<file path="src/rtl/adder_seq_ctrl_if.sv">
// Command/result handshake bundle for the nibble-serial signed adder.
// The requester uses the master modport. The adder uses the slave modport.
interface adder_seq_ctrl_if #(
    parameter int NIBBLES = 4
);
    localparam int W = 4 * NIBBLES;

    // command port
    logic                start_valid;
    logic                start_ready;
    logic signed [W-1:0] a;
    logic signed [W-1:0] b;

    // result port
    logic                res_valid;
    logic                res_ready;
    logic signed [W-1:0] sum;
    logic                overflowPositive;
    logic                overflowNegative;

    modport master (
        output start_valid, a, b, res_ready,
        input  start_ready, res_valid, sum, overflowPositive, overflowNegative
    );

    modport slave (
        input  start_valid, a, b, res_ready,
        output start_ready, res_valid, sum, overflowPositive, overflowNegative
    );
endinterface

</file>
<file path="src/rtl/adder_seq_ctrl.sv">
// Nibble-serial W-bit signed adder. A single 4-bit add datapath is reused
// once per clock, starting at the LSB nibble, with the carry chained between
// nibbles. Signed overflow is classified from the top nibble, treated as a
// 5-bit sign-extended add. The result is held in DONE until the consumer
// takes it.
module adder_seq_ctrl #(
    parameter int NIBBLES = 4
) (
    input  logic                  clk,
    input  logic                  rst_n,
    input  logic                  flush,
    adder_seq_ctrl_if.slave       bus
);
    localparam int W     = 4 * NIBBLES;
    localparam int IDX_W = (NIBBLES > 1) ? $clog2(NIBBLES) : 1;
    localparam logic [IDX_W-1:0] IDX_LAST = IDX_W'(NIBBLES - 1);

    typedef enum logic [1:0] {
        IDLE = 2'd0,
        RUN  = 2'd1,
        DONE = 2'd2
    } state_t;

    state_t              state;
    logic [IDX_W-1:0]    idx;
    logic                carry;
    logic signed [W-1:0] a_q;
    logic signed [W-1:0] b_q;
    logic signed [W-1:0] acc;
    logic signed [W-1:0] sum_q;
    logic                ovp_q;
    logic                ovn_q;
    logic                start_ready_q;
    logic                res_valid_q;

    logic [3:0]          nib_a;
    logic [3:0]          nib_b;
    logic [4:0]          nib_sum;
    logic signed [W-1:0] acc_nxt;
    logic [1:0]          ovf_nxt;

    // 4-bit unsigned add with carry in. Bit 4 is the carry out.
    function automatic logic [4:0] nibble_add(input logic [3:0] x,
                                              input logic [3:0] y,
                                              input logic       cin);
        return {1'b0, x} + {1'b0, y} + {4'b0, cin};
    endfunction

    // Overflow class of the top nibble. Returns {positive, negative}.
    // The sign-extended 5-bit sum e = {x3,x} + {y3,y} + cin is not built
    // explicitly. Bit 3 of e equals bit 3 of the unsigned nibble sum. Bit 4
    // is x3 ^ y3 ^ (unsigned carry out). An e[4:3] of 01 means the result
    // exceeded the positive range. An e[4:3] of 10 means it fell below the
    // negative range.
    function automatic logic [1:0] ovf_flags(input logic       x_msb,
                                             input logic       y_msb,
                                             input logic [4:0] nsum);
        logic [1:0] e_hi;
        e_hi = {x_msb ^ y_msb ^ nsum[4], nsum[3]};
        case (e_hi)
            2'b01:   return 2'b10;
            2'b10:   return 2'b01;
            default: return 2'b00;
        endcase
    endfunction

    // Nibble slice selected by idx, its sum, and the accumulator with that slice written
    always_comb begin
        nib_a   = a_q[{idx, 2'b00} +: 4];
        nib_b   = b_q[{idx, 2'b00} +: 4];
        nib_sum = nibble_add(nib_a, nib_b, carry);
        acc_nxt = acc;
        acc_nxt[{idx, 2'b00} +: 4] = nib_sum[3:0];
        ovf_nxt = ovf_flags(nib_a[3], nib_b[3], nib_sum);
    end

    // Control FSM with operand, accumulator and result registers
    always_ff @(posedge clk or negedge rst_n) begin
        if (!rst_n) begin
            state         <= IDLE;
            idx           <= '0;
            carry         <= 1'b0;
            a_q           <= '0;
            b_q           <= '0;
            acc           <= '0;
            sum_q         <= '0;
            ovp_q         <= 1'b0;
            ovn_q         <= 1'b0;
            start_ready_q <= 1'b1;
            res_valid_q   <= 1'b0;
        end else if (flush) begin
            // Abort. The last completed result and its flags stay visible.
            state         <= IDLE;
            idx           <= '0;
            carry         <= 1'b0;
            start_ready_q <= 1'b1;
            res_valid_q   <= 1'b0;
        end else begin
            case (state)
                IDLE: begin
                    if (bus.start_valid) begin
                        a_q           <= bus.a;
                        b_q           <= bus.b;
                        carry         <= 1'b0;
                        idx           <= '0;
                        state         <= RUN;
                        start_ready_q <= 1'b0;
                    end
                end
                RUN: begin
                    acc   <= acc_nxt;
                    carry <= nib_sum[4];
                    if (idx == IDX_LAST) begin
                        // The final carry out is dropped, so the sum wraps modulo 2^W.
                        sum_q          <= acc_nxt;
                        {ovp_q, ovn_q} <= ovf_nxt;
                        idx            <= '0;
                        state          <= DONE;
                        res_valid_q    <= 1'b1;
                    end else begin
                        idx <= idx + 1'b1;
                    end
                end
                DONE: begin
                    if (bus.res_ready) begin
                        state         <= IDLE;
                        res_valid_q   <= 1'b0;
                        start_ready_q <= 1'b1;
                    end
                end
                default: begin
                    state         <= IDLE;
                    idx           <= '0;
                    carry         <= 1'b0;
                    start_ready_q <= 1'b1;
                    res_valid_q   <= 1'b0;
                end
            endcase
        end
    end

    assign bus.start_ready      = start_ready_q;
    assign bus.res_valid        = res_valid_q;
    assign bus.sum              = sum_q;
    assign bus.overflowPositive = ovp_q;
    assign bus.overflowNegative = ovn_q;

endmodule

</file>
<file path="src/flat_wrapper.sv">
// flat-port wrapper written by rule: the top's interface ports become plain ports
module adder_seq_ctrl_flat 
#(
    parameter int NIBBLES = 4
)
  (clk, rst_n, flush, bus_start_valid, bus_a, bus_b, bus_res_ready, bus_start_ready, bus_res_valid, bus_sum, bus_overflowPositive, bus_overflowNegative);
  adder_seq_ctrl_if #(.NIBBLES(NIBBLES)) bus_i ();
  input  logic clk;
  input  logic rst_n;
  input  logic flush;
  input wire logic [$bits(bus_i.start_valid)-1:0] bus_start_valid;
  input wire logic [$bits(bus_i.a)-1:0] bus_a;
  input wire logic [$bits(bus_i.b)-1:0] bus_b;
  input wire logic [$bits(bus_i.res_ready)-1:0] bus_res_ready;
  output wire logic [$bits(bus_i.start_ready)-1:0] bus_start_ready;
  output wire logic [$bits(bus_i.res_valid)-1:0] bus_res_valid;
  output wire logic [$bits(bus_i.sum)-1:0] bus_sum;
  output wire logic [$bits(bus_i.overflowPositive)-1:0] bus_overflowPositive;
  output wire logic [$bits(bus_i.overflowNegative)-1:0] bus_overflowNegative;
  assign bus_i.start_valid = bus_start_valid;
  assign bus_i.a = bus_a;
  assign bus_i.b = bus_b;
  assign bus_i.res_ready = bus_res_ready;
  assign bus_start_ready = bus_i.start_ready;
  assign bus_res_valid = bus_i.res_valid;
  assign bus_sum = bus_i.sum;
  assign bus_overflowPositive = bus_i.overflowPositive;
  assign bus_overflowNegative = bus_i.overflowNegative;
  adder_seq_ctrl #(.NIBBLES(NIBBLES)) u_core (.clk(clk), .rst_n(rst_n), .flush(flush), .bus(bus_i));
endmodule
</file>
<file path="config.mk">
export PLATFORM = sky130hd
export DESIGN_NAME = adder_seq_ctrl_flat
export DESIGN_NICKNAME = d
export VERILOG_FILES = /design/src/rtl/adder_seq_ctrl_if.sv /design/src/rtl/adder_seq_ctrl.sv /design/src/flat_wrapper.sv
export SDC_FILE = /design/constraint.sdc
export NUM_CORES = 1
export LEC_CHECK = 0
export ABC_AREA = 1
export BUFFER_PORTS_ARGS = -buffer_cell sky130_fd_sc_hd__buf_4
export CAP_MARGIN = 10
export CORE_ASPECT_RATIO = 0.7
export CORE_UTILIZATION = 33
export CTS_CLUSTER_SIZE = 40
export DETAILED_ROUTE_END_ITERATION = 10
export PLACE_DENSITY = 0.54
export SYNTH_ARGS = -nofsm -noshare
export SYNTH_HDL_FRONTEND = slang
export SYNTH_SLANG_ARGS = --single-unit
</file>
<file path="constraint.sdc">
create_clock -name clk -period 5.2 [get_ports clk]
set_input_delay 0.26 -clock clk [delete_from_list [all_inputs] [get_ports clk]]
set_output_delay 0.26 -clock clk [all_outputs]
set_load 0.1 [all_outputs]
</file>
After elaboration in Yosys (flattened, before gate mapping)
Cells that the tools add are included.

Shift operators: 4. Reductions and logical operators: 8. Equal/unequal tests: 11. Add/subtract/negate cells: 4. Bitwise logic cells: 3. Multiplexer cells: 21.

Operators with widths (number): $shiftx A16 B5 Y4 (2); $bwmux W16 (1); $shift A4 B6 Y16 const A (1); $shiftx A4 B6 Y16 (1); $reduce_and A3 Y1 (5); $mux W2 (7); $pmux W2 S3 (2); $pmux W1 S3 (3); $mux W1 (7); $eq A2 B2 Y1 const B (3); $ne A2 B2 Y1 const B (3); $ne A3 B3 Y1 const B (2); $neg A4 Y6 (1); $add A4 B4 Y5 (1); $add A5 B1 Y5 (1); $eq A2 B1 Y1 const B (2); $pmux W2 S2 (1); $reduce_and A2 Y1 (2); $ne A3 B2 Y1 const B (1); $add A2 B1 Y2 const B (1); $logic_not A2 Y1 (1); $xor A1 B1 Y1 (2); $not A1 Y1 (1).

Bits of input ports: 37. Output and inout bits: 20. Register bits after elaboration: 73. Word-level logic and storage cells: 62.

Depth between registers and ports, before layout
Gate-level depths: netlist (run 1).

Word-level depth: 6. Gate-level depth with buffers: 15. Depth with buffers taken out: 13.

Least setup slack after synthesis (run 1)
Ideal clock, no wire load.

Path kind: flip-flop to flip-flop. Start: reg u_core.idx[0]. End: reg u_core.acc[9]. Period minus slack after synthesis: 2.588 ns. Setup slack: 2.612 ns. Library setup time: 0.076 ns. Required time: 5.124 ns. Buffers on the path: 2. Cell stages (with the launch flop): 12. Arrival time: 2.511 ns. Path through: dfrtp_1 clkbuf_2 clkinv_1 buf_2 o21ai_0 o22ai_1 fa_1 inv_1 fa_1 o32ai_1 nand2_1 o21ai_1.

Word-level cells in the longest chain between the ends: 5. Elaborated cells on any way between the ends: 8. Those cells by class: add/sub: 3; shift: 4; mux: 1.

Ends and longest elaborated chain: start, declared (line adder_seq_ctrl.sv:25) `logic [IDX_W-1:0] idx;`; start signal, assigned (line adder_seq_ctrl.sv:121) `idx <= idx + 1'b1;`; $shiftx A16 B5 Y4, on equally long branches (line adder_seq_ctrl.sv:69, adder_seq_ctrl.sv:70); $add A4 B4 Y5 (line adder_seq_ctrl.sv:46) `return {1'b0, x} + {1'b0, y} + {4'b0, cin};`; $add A5 B1 Y5 (line adder_seq_ctrl.sv:46); $shiftx A4 B6 Y16 (line adder_seq_ctrl.sv:73) `acc_nxt[{idx, 2'b00} +: 4] = nib_sum[3:0];`; $bwmux W16 * (line adder_seq_ctrl.sv:73); end signal, assigned (line adder_seq_ctrl.sv:111) `acc <= acc_nxt;`; end, declared (line adder_seq_ctrl.sv:29) `logic signed [W-1:0] acc;`.

Mark *: on every way between the ends. The rest lies on a longest branch, timed or not. A chain may end at the register's enable or synchronous reset.

Final worst setup path (run 1)
Start: reg u_core.idx[0]. End: reg u_core.acc[13].

Same word-level chain as after synthesis.

==> results of run 1 <==
[worst min path at each step]
stage,end,slack [ns]
after floorplan,u_core.a_q[0],-0.04
after global placement,u_core.acc[7],0.46
after detailed placement,u_core.a_q[2],0.47
after CTS,u_core.a_q[2],0.10
after global routing,u_core.b_q[7],0.14
final,u_core.a_q[7],0.06
[cell type report]
class / count / area share
Inverter: 38 / 0.0319
Multi-Input combinational cell: 240 / 0.346
Tap cell: 148 / 0.0415
Timing Repair Buffer: 56 / 0.0941
Clock inverter: 5 / 0.0230
Sequential cell: 73 / 0.409
Clock buffer: 11 / 0.0543
[cells in the mapped netlist (all sizes together)]
master	instances
a21oi	3
inv	37
dfstp	1
nor2	17
ha	9
o32ai	2
buf	11
o22ai	17
o21ai	32
xor2	1
clkbuf	3
nand4	5
or2	1
dfrtp	72
nand3	9
mux2	32
nand2	107
clkinv	1
a32oi	2
fa	2
nor3	1
[worst max-delay path, cell delays in order, from the launching register on]
cell and delay (ns):
sky130_fd_sc_hd__dfrtp_1 0.87, sky130_fd_sc_hd__clkinv_1 0.71, sky130_fd_sc_hd__o21ai_0 0.35, sky130_fd_sc_hd__o22ai_1 0.16, sky130_fd_sc_hd__fa_1 0.41, sky130_fd_sc_hd__inv_1 0.08, sky130_fd_sc_hd__fa_1 0.45, sky130_fd_sc_hd__nor2_1 0.12
sky130_fd_sc_hd__nand2_1 0.10, sky130_fd_sc_hd__o22ai_1 0.23, sky130_fd_sc_hd__nand2_1 0.07, sky130_fd_sc_hd__o21ai_0 0.08
[sequential cells by signal, indices dropped and copies added, names as in the netlist]
name and count:
u_core.b_q 16, u_core.bus.start_ready 1, u_core.idx 2, u_core.bus.res_valid 1, u_core.bus.overflowNegative 1, u_core.bus.sum 16
u_core.a_q 16, u_core.acc 16, u_core.carry 1, u_core.state 2, u_core.bus.overflowPositive 1
[routing by layer]
layer / global-route usage / vias to the layer above
met1: 0.245 / 1267
met2: 0.223 / 72
li1: - / 1305
met5: 0 / -
met4: 0.0584 / 0
met3: 0.0415 / 9
[stage by stage]
stage                     worst slack [ns]  instance area, um2  power, W  hold slack [ns]  instances
final                                 1.51                4470   0.00194           0.0610        571
after global routing                  1.07                4470   0.00205            0.142        571
after CTS                             1.52                4470   0.00195            0.100        571
after detailed placement              1.60                4120   0.00123            0.468        555
after global placement                1.72                4120   0.00122            0.464        555
after floorplan                       2.61                3620   0.00109          -0.0356        365
[power breakdown]
group / switching (W) / internal (W) / leakage (nW)
clock: 0.000239 / 0.000481 / 0.166
combinational: 0.000283 / 0.000204 / 1.24
sequential: 0.0000642 / 0.000674 / 0.925
total: 0.000586 / 0.00136 / 2.33
[cell families after synthesis]
logic type	count (synthesis)	share of synthesized area
xor gates and xnor gates	1	0.00242
and+or+nand+nor	140	0.165
muxes	32	0.130
adders and majority gates	11	0.0422
buffers and inverters	52	0.0671
DFF	73	0.506
AOI/OAI and AO/OA	56	0.0875
==> run summary, run 1 <==
• built — TritonCTS clock tree
• 3 — H-tree level count
• 0 — number of nets still failing antenna checks after routing
• 3620 um2 — Post-Synthesis Cell Area
• 0 — Setup Fix Bufs, Post-CTS
• reg -> reg — CP Class
• 2653 — via count of the routed design
• flip-flop — CP Launch Type
• 0.163 — global routing usage summed across all routing layers
• 30 — count of cell types in the netlist
• 8290 um — Post-Route WL
• 0.506 — sequential area share after synthesis
• 5.46 ns — required time at the worst-slack endpoint
• 0.344 — Starting Density
• 73 — FF+latch count, synth
• 56 — count of input and output buffers
• 0 — Synth Warn #
• 0.372 — headroom to the max-slew limit
• 435 nW/um2 — power density relative to cell area
• 4.65 — ratio of routed vias to standard cells
• sky130_fd_sc_hd__clkbuf_16 — clk root buf
• 0 ns — summed negative setup slack over all endpoints
• 1830 um2 — combined flip-flop and latch cell area
• 4610 um — routed metal-1 wirelength
• 365 — post-synthesis cell count
• 9.91 um2 — average cell area after synthesis
• in -> async — min-delay worst type
• 74 — maximum number of pins on one net before global-route repair
• 0.00517 ns — worst clock skew
• u_core.idx[0] — timing startpoint of the critical path
• 443 um — wire length on met3
• 0 — number of setup violations in the final report
• 10500 um2 — Core Box Area
• 0 — post-CTS resize count
• 0.271 GHz — maximum clock frequency
• 27 — CP max FO
• 2.33 nW — LEAKAGE
• 0 — total inserted antenna cells
• 14000 um — global-route wire length before repair
• 31 — cell row count
• 3.95 ns — critical path data arrival time
• 0 — Slew Viols, Final
• sky130_fd_sc_hd__dfrtp_1 (50%), sky130_fd_sc_hd__mux2_4 (12%), sky130_fd_sc_hd__nand2_1 (11%) — largest cells by area after synthesis
• 0 — Final Hold Viols
• 198 — First DRT Iteration DRCs
• 0.836 — routability congestion estimate from global placement
• flip-flop — endpoint type of the worst setup path
• 4 — detailed-routing iteration count for the pre-antenna-repair pass
• u_core.acc[13] — Critical Path End
• 0 — initial antenna violation count
• 466 — Nets
• 0 — gr ovfl total
• finished, final reports clean — status
• 0.498 — fraction of post-synthesis cell area in the top cell type by area
• 3.69 ns — Min Clock Period, post-route
• false — unrepaired setup endpoints after global routing
• 0.711 — final cycle utilization of the critical path
• 3130 um — WL met2
• 0.06 ns — clock-pin slew on the worst setup and hold paths
• 1015 — fillers
• 5720 um — HPWL after detailed placement
• 14.5 um — post-detailed-route wirelength per cell
• 2 — CTS Buffer Depth
• 1550 um2 — area occupied by multi-input gates
• sky130_fd_sc_hd__nand2_1 (105), sky130_fd_sc_hd__dfrtp_1 (72), sky130_fd_sc_hd__buf_4 (56) — highest-count cells in the layout ignoring fill and taps
• 0.425 — Final Util
• 0.34 ns — clock latency at the later pin of the worst-skew pair
• u_core.idx[0] — Worst R2R Start
• sky130_fd_sc_hd__dfrtp_1 — Yosys top cell by area
• sky130_fd_sc_hd__nand2_1 — commonest non-fill, non-tap cell in the layout
• 57 — top-level port count
• 11 — depth of the most critical reg-to-reg path
• met4 — uppermost signal routing layer after detailed routing
• 0 — Remaining DRCs
• 73 — CTS sink count
• 23.5% — Area Growth Syn to Fin
• 0 — number of hold buffers added after CTS
• u_core.acc[13] — terminus of the critical flop-to-flop path
• 9 — number of clock buffers inserted by TritonCTS
• 127 um — chip width
• 0.942 ns — actual slew at the worst max-slew pin
• 0.176 mV — VDD IR-drop max
• 89.6 um — Die Span Y
• 2717 — number of global-route vias before repair
• 1.51 ns — setup slack, reg-to-reg
• 413 — synthesized netlist net count
• 11400 um2 — DIE AREA
• 0.265 — share of cells above drive strength 1
• 0 — max-capacitance violation count
No activity file was read; power rests on OpenSTA's default activity.
==> run 2, diff against run 1 <==
Clock period 5.2 ns to 3.5 ns, I/O delays scaled along.
==> run 2 against run 1 <==
Against the previous run:
- cell count increased by 0.18%
- largest cell class unchanged
- critical path depth increased by 2
- worst hold slack got worse by 0.075 ns
- register-to-register slack got worse by 0.85 ns
- clock skew increased by 0.0043 ns
- die area unchanged
- sequential share of layout area increased by 0.15 points
- the flow now finishes with violations (hold timing)
- combinational power increased by 51%
- power increased by 45%
- first-iteration DRC count increased by 16%
==> run summary, run 2 (synthesis results as in run 1) <==
• 74 — maximum number of pins on one net before global-route repair, unchanged
• 0.366 — headroom to the max-slew limit, -0.00638
• 0 — Slew Viols, Final, unchanged
• u_core.bus.overflowNegative — terminus of the critical flop-to-flop path
• 2654 — number of global-route vias before repair, -2.3%
• 0.06 ns — clock-pin slew on the worst setup and hold paths, about the same
• 0 — Remaining DRCs, unchanged
• 0.164 — global routing usage summed across all routing layers, +0.00120
• 0.951 ns — actual slew at the worst max-slew pin, +0.00958 ns
• 0 — number of hold buffers added after CTS, unchanged
• 229 — First DRT Iteration DRCs, +16%
• 14.7 um — post-detailed-route wirelength per cell, +1.5%
• 10500 um2 — Core Box Area, unchanged
• reg -> reg — CP Class
• 2.33 nW — LEAKAGE, about the same
• 0.840 — routability congestion estimate from global placement, +0.48%
• 0 — total inserted antenna cells, unchanged
• built — TritonCTS clock tree
• 0 — gr ovfl total, unchanged
• 0.698 ns — pre-CTS setup slack, -0.898 ns
• sky130_fd_sc_hd__nand2_1 (105), sky130_fd_sc_hd__dfrtp_1 (72), sky130_fd_sc_hd__buf_4 (57) — highest-count cells in the layout ignoring fill and taps
• 0.813 — final cycle utilization of the critical path, +0.102
• 3.12 ns — critical path data arrival time, -0.83 ns
• flip-flop — CP Launch Type
• 467 — Nets, +0.21%
• 0.00281 W — total power of the final layout, +45%
• 0.352 GHz — maximum clock frequency, +30%
• 0 ns — summed negative setup slack over all endpoints, unchanged
• 632 nW/um2 — power density relative to cell area, +45%
• 0.266 mV — VDD IR-drop max, +51%
• 14100 um — global-route wire length before repair, +0.64%
• flip-flop — endpoint type of the worst setup path
• 0 — number of setup violations in the final report, unchanged
• 23.1% — Area Growth Syn to Fin
• 0.34 ns — clock latency at the later pin of the worst-skew pair, about the same
• 0 — post-CTS resize count, unchanged
• 0.00948 ns — worst clock skew, +0.00431 ns
• 4 — detailed-routing iteration count for the pre-antenna-repair pass, unchanged
• 21 — CP max FO, -22%
• 1011 — fillers, -0.39%
• 0 — max-capacitance violation count, unchanged
• in -> async — min-delay worst type
• 127 um — chip width, unchanged
• 0.423 — Final Util, -0.00155
• 4.69 — ratio of routed vias to standard cells, +0.95%
• 0 — number of nets still failing antenna checks after routing, unchanged
• 31 — cell row count, unchanged
• 1550 um2 — area occupied by multi-input gates, unchanged
• 9 — Final Hold Viols, +9
• 0 — Setup Fix Bufs, Post-CTS, unchanged
• 13 — depth of the most critical reg-to-reg path, +2
• complete, but fails checks — status
• sky130_fd_sc_hd__clkbuf_16 — clk root buf
• 0.344 — Starting Density, unchanged
• u_core.idx[0] — Worst R2R Start
• sky130_fd_sc_hd__nand2_1 — commonest non-fill, non-tap cell in the layout
• 0.267 — share of cells above drive strength 1, +0.00173
• 5840 um — HPWL after detailed placement, +2.0%
• 9 — number of clock buffers inserted by TritonCTS, unchanged
• 0.656 ns — min setup slack post-route, -0.850 ns
• 0 — initial antenna violation count, unchanged
• 57 — top-level port count, unchanged
• false — unrepaired setup endpoints after global routing
• 56 — count of input and output buffers, unchanged
• 2683 — via count of the routed design, +1.1%
• 89.6 um — Die Span Y, unchanged
• 73 — CTS sink count, unchanged
• hold timing — violations in the final reports
• 2 — CTS Buffer Depth, unchanged
• 11400 um2 — DIE AREA, unchanged
• 0.66 ns — setup slack, reg-to-reg, -0.85 ns
• 1830 um2 — combined flip-flop and latch cell area, unchanged
• 8430 um — Post-Route WL, +1.7%
• 3 — H-tree level count, unchanged
• 3.77 ns — required time at the worst-slack endpoint, -1.69 ns
• -0.0136 ns — hold slack, -0.0746 ns
• 2.84 ns — Min Clock Period, post-route, -0.850 ns
[run 2: changes by cell type in the layout (fill, tap and decap cells not counted), sizes merged]
cell	change
bufinv	-1
buf	+1
clkinvlp	-1
clkinv	+2
[run 2: final cells by class]
class | count | area share
sequential | 73 | 0.411
clock inverter | 5 | 0.0177
inverter | 38 | 0.0320
multi-input combinational | 240 | 0.347
tap | 148 | 0.0416
timing repair buffer | 57 | 0.0961
clock buffer | 11 | 0.0545
[run 2: worst max-delay path by stage]
stage | cells past startpoint | from | endpoint | slack [ns]
after global placement | 13 | u_core.idx[0] | u_core.bus.overflowNegative | 0.77
after CTS | 13 | u_core.idx[0] | u_core.bus.overflowNegative | 0.67
after global routing | 13 | u_core.idx[0] | u_core.bus.overflowNegative | 0.23
final | 13 | u_core.idx[0] | u_core.bus.overflowNegative | 0.66
after detailed placement | 13 | u_core.idx[0] | u_core.bus.overflowNegative | 0.70
after floorplan | 11 | u_core.idx[0] | u_core.acc[9] | 0.91
[run 2: routing by layer]
metal	share of wire	GRT usage	up-vias
li1	-	-	1317
met1	0.56	0.247	1287
met2	0.38	0.225	70
met3	0.050	0.0432	9
met4	0.0085	0.0552	0
met5	0	0	-
[run 2: power by group]
| part | total, W | switching, W | internal [W] |
|---|---|---|---|
| combinational | 0.000734 | 0.000428 | 0.000305 |
| sequential | 0.00109 | 0.0000871 | 0.00100 |
| clock | 0.000990 | 0.000348 | 0.000642 |
| total | 0.00281 | 0.000864 | 0.00195 |
[run 2: through the flow]
step	cell area, um2	std cells
floorplan	3620	365
global placement	4130	556
detailed placement	4130	556
CTS	4450	572
global route	4450	572
finish	4450	572
[run 2: worst max-delay path: stages (launching register included)]
cell,delay [ns]
sky130_fd_sc_hd__dfrtp_1,0.35
sky130_fd_sc_hd__clkinv_1,0.43
sky130_fd_sc_hd__o21ai_0,0.33
sky130_fd_sc_hd__o22ai_1,0.12
sky130_fd_sc_hd__fa_1,0.43
sky130_fd_sc_hd__inv_1,0.09
sky130_fd_sc_hd__fa_1,0.16
sky130_fd_sc_hd__inv_1,0.05
sky130_fd_sc_hd__nand2_1,0.13
sky130_fd_sc_hd__nand2_1,0.07
sky130_fd_sc_hd__a21oi_1,0.20
sky130_fd_sc_hd__xor2_1,0.25
sky130_fd_sc_hd__nand3_1,0.10
sky130_fd_sc_hd__nand2_1,0.07
==> run 3, diff against run 2 <==
Settings changed: PLACE_DENSITY 0.54 to 0.56.
Clock period 3.5 ns to 2.3 ns, I/O delays scaled along.
==> run 3 against run 2 <==
Against the previous run:
- worst setup slack worse by 0.68 ns
- clock skew decreased by 0.0014 ns
- sequential share of layout area is 4.0 points lower
- power increased by 67%
- the flow finishes with violations (setup timing)
- non-clock buffer count up 33
- highest routed layer unchanged
- critical path depth shrank 2
- first-iteration DRC count shrank 28%
- flip-flop and latch count did not move
==> run summary, run 3 (synthesis results as in run 1) <==
• complete, but fails checks — status
• setup timing — violations in the final reports
• 127 um — chip width, unchanged
• 1680 um2 — area occupied by multi-input gates, +8.5%
• 36.3% — Area Growth Syn to Fin
• true — unrepaired setup endpoints after global routing
• u_core.acc[13] — terminus of the critical flop-to-flop path
• 0.348 — share of cells above drive strength 1, +0.0814
• 4 — number of setup violations in the final report, +4
• bus_b[6] — launch point of the worst hold path
• 8900 um — Post-Route WL, +5.6%
• 10500 um2 — Core Box Area, unchanged
• built — TritonCTS clock tree
• 3 — H-tree level count, unchanged
• 9 — number of clock buffers inserted by TritonCTS, unchanged
• 0.00471 W — total power of the final layout, +67%
• u_core.idx[0] — Worst R2R Start
• sky130_fd_sc_hd__clkbuf_16 — clk root buf
• adder cells — crit-path leading delay family
• 0.344 — Starting Density, unchanged
• 6050 um — HPWL after detailed placement, +3.6%
• 14600 um — global-route wire length before repair, +3.6%
• 11 — depth of the most critical reg-to-reg path, -2
• 0.46 ns — largest incremental delay on the critical path, +0.03 ns
• 2.58 ns — critical path data arrival time, -0.54 ns
• sky130_fd_sc_hd__fa_2 — critical path's slowest cell
• -0.0238 ns — min setup slack post-route, -0.679 ns
• sky130_fd_sc_hd__nand2_1 (102), sky130_fd_sc_hd__buf_4 (72), sky130_fd_sc_hd__dfrtp_1 (72) — highest-count cells in the layout ignoring fill and taps
• 1830 um2 — combined flip-flop and latch cell area, unchanged
• 0 — initial antenna violation count, unchanged
• 0 — gr ovfl total, unchanged
• 7 — detailed-routing iteration count for the pre-antenna-repair pass, +3
• 74 — maximum number of pins on one net before global-route repair, unchanged
• 2.56 ns — required time at the worst-slack endpoint, -1.21 ns
• u_core.b_q[6] — Hold EP
• 0.06 ns — clock-pin slew on the worst setup and hold paths, about the same
• 11400 um2 — DIE AREA, unchanged
• 500 — Nets, +7.1%
• 0.949 ns — actual slew at the worst max-slew pin, -0.00193 ns
• 0.173 — global routing usage summed across all routing layers, +0.00874
• 2 — worst path bufs/invs, -1
• 0.401 mV — VDD IR-drop max, +51%
• 2.53 nW — LEAKAGE, +8.5%
• 0.430 GHz — maximum clock frequency, +22%
• 56 — count of input and output buffers, unchanged
• 0 — Slew Viols, Final, unchanged
• flip-flop — CP Launch Type
• -0.02 ns — setup slack, reg-to-reg, -0.68 ns
• 0.00807 ns — worst clock skew, -0.00141 ns
• 0 — Final Hold Viols, -9
• reg -> reg — CP Class
• 983 — fillers, -2.8%
• 57 — top-level port count, unchanged
• 89.6 um — Die Span Y, unchanged
• 0 — number of nets still failing antenna checks after routing, unchanged
• 0 — max-capacitance violation count, unchanged
• 1.01 — final cycle utilization of the critical path, +0.198
• 2.32 ns — Min Clock Period, post-route, -0.521 ns
• 2 — worst hold path depth
• 0.367 — headroom to the max-slew limit, +0.00129
• 2 — CTS Buffer Depth, unchanged
• 4.63 — ratio of routed vias to standard cells, -1.4%
• buf_12 -> o21ai_2 -> o22ai_2 -> fa_2 -> inv_2 -> fa_2 -> nor2_1 -> nand2_1 -> o22ai_2 -> nand2_1 -> o21ai_1 — Critical Path, Cell by Cell
• 31 — cell row count, unchanged
• 2799 — via count of the routed design, +4.3%
• 0.830 — routability congestion estimate from global placement, -1.2%
• 955 nW/um2 — power density relative to cell area, +51%
• 14.7 um — post-detailed-route wirelength per cell, -0.17%
• flip-flop — endpoint type of the worst setup path
• 0 — total inserted antenna cells, unchanged
• sky130_fd_sc_hd__nand2_1 — commonest non-fill, non-tap cell in the layout
• 73 — CTS sink count, unchanged
• in -> reg — min-delay worst type
• 165 — First DRT Iteration DRCs, -28%
• 0.469 — Final Util, +0.0455
• 8 — CP max FO, -62%
• 0 — Remaining DRCs, unchanged
• 2784 — number of global-route vias before repair, +4.9%
• 0.34 ns — clock latency at the later pin of the worst-skew pair, about the same
## run 3: cell types whose count changed in the layout (fill, tap and decap cells not counted), moves of 4 or more
cell                            delta
sky130_fd_sc_hd__o21ai_1           +4
sky130_fd_sc_hd__o22ai_1           -8
sky130_fd_sc_hd__inv_1             -4
sky130_fd_sc_hd__dlygate4sd3_1    +16
sky130_fd_sc_hd__o22ai_2           +8
sky130_fd_sc_hd__buf_4            +15
sky130_fd_sc_hd__o21ai_0           -8
## run 3: layout make-up
type / instances / area share
sequential: 73 / 0.371
clock buffer: 11 / 0.0493
tap: 148 / 0.0376
inverter: 38 / 0.0320
clock inverter: 5 / 0.0208
multi-input combinational: 240 / 0.340
timing repair buffer: 90 / 0.149
## run 3: report_power, final
group / total, W / switching (W) / internal (W)
clock: 0.00163 / 0.000539 / 0.00109
combinational: 0.00141 / 0.000746 / 0.000666
sequential: 0.00167 / 0.000147 / 0.00152
total: 0.00471 / 0.00143 / 0.00328
## run 3: what timing repair did
item	4_1_cts	5_1_grt
hold endpoints to repair	84	3
pin swaps	4	13
setup endpoints to repair	14	24
hold buffers	13	3
setup buffers	2	3
gates resized for setup	7	30
## run 3: worst max path at each step
stage                             start                end  slack (ns)  depth (start not counted)
after floorplan           u_core.idx[0]      u_core.acc[5]       -0.05                         12
after global placement    u_core.idx[0]  u_core.bus.sum[9]       -0.04                         10
after detailed placement  u_core.idx[0]     u_core.acc[13]       -0.08                         12
after CTS                 u_core.idx[0]     u_core.acc[13]       -0.04                         12
after global routing      u_core.idx[0]     u_core.acc[13]       -0.16                         11
final                     u_core.idx[0]     u_core.acc[13]       -0.02                         11
## run 3: metal layers
layer / GRT usage / share of wire
met1: 0.269 / 0.54
met2: 0.220 / 0.39
met3: 0.0462 / 0.053
met4: 0.0703 / 0.013
met5: 0 / 0
## run 3: through the flow
stage | setup TNS [ns] | worst slack [ns] | instances | hold WS (ns) | area [um2]
final | -0.0582 | -0.0238 | 605 | 0.0114 | 4930
after global routing | -1.88 | -0.165 | 605 | 0.00258 | 4930
after CTS | -0.0386 | -0.0386 | 599 | 0.000241 | 4780
after detailed placement | -0.486 | -0.0771 | 568 | 0.323 | 4270
after global placement | -0.0625 | -0.0378 | 568 | 0.329 | 4270
after floorplan | -0.118 | -0.0454 | 365 | -0.181 | 3670
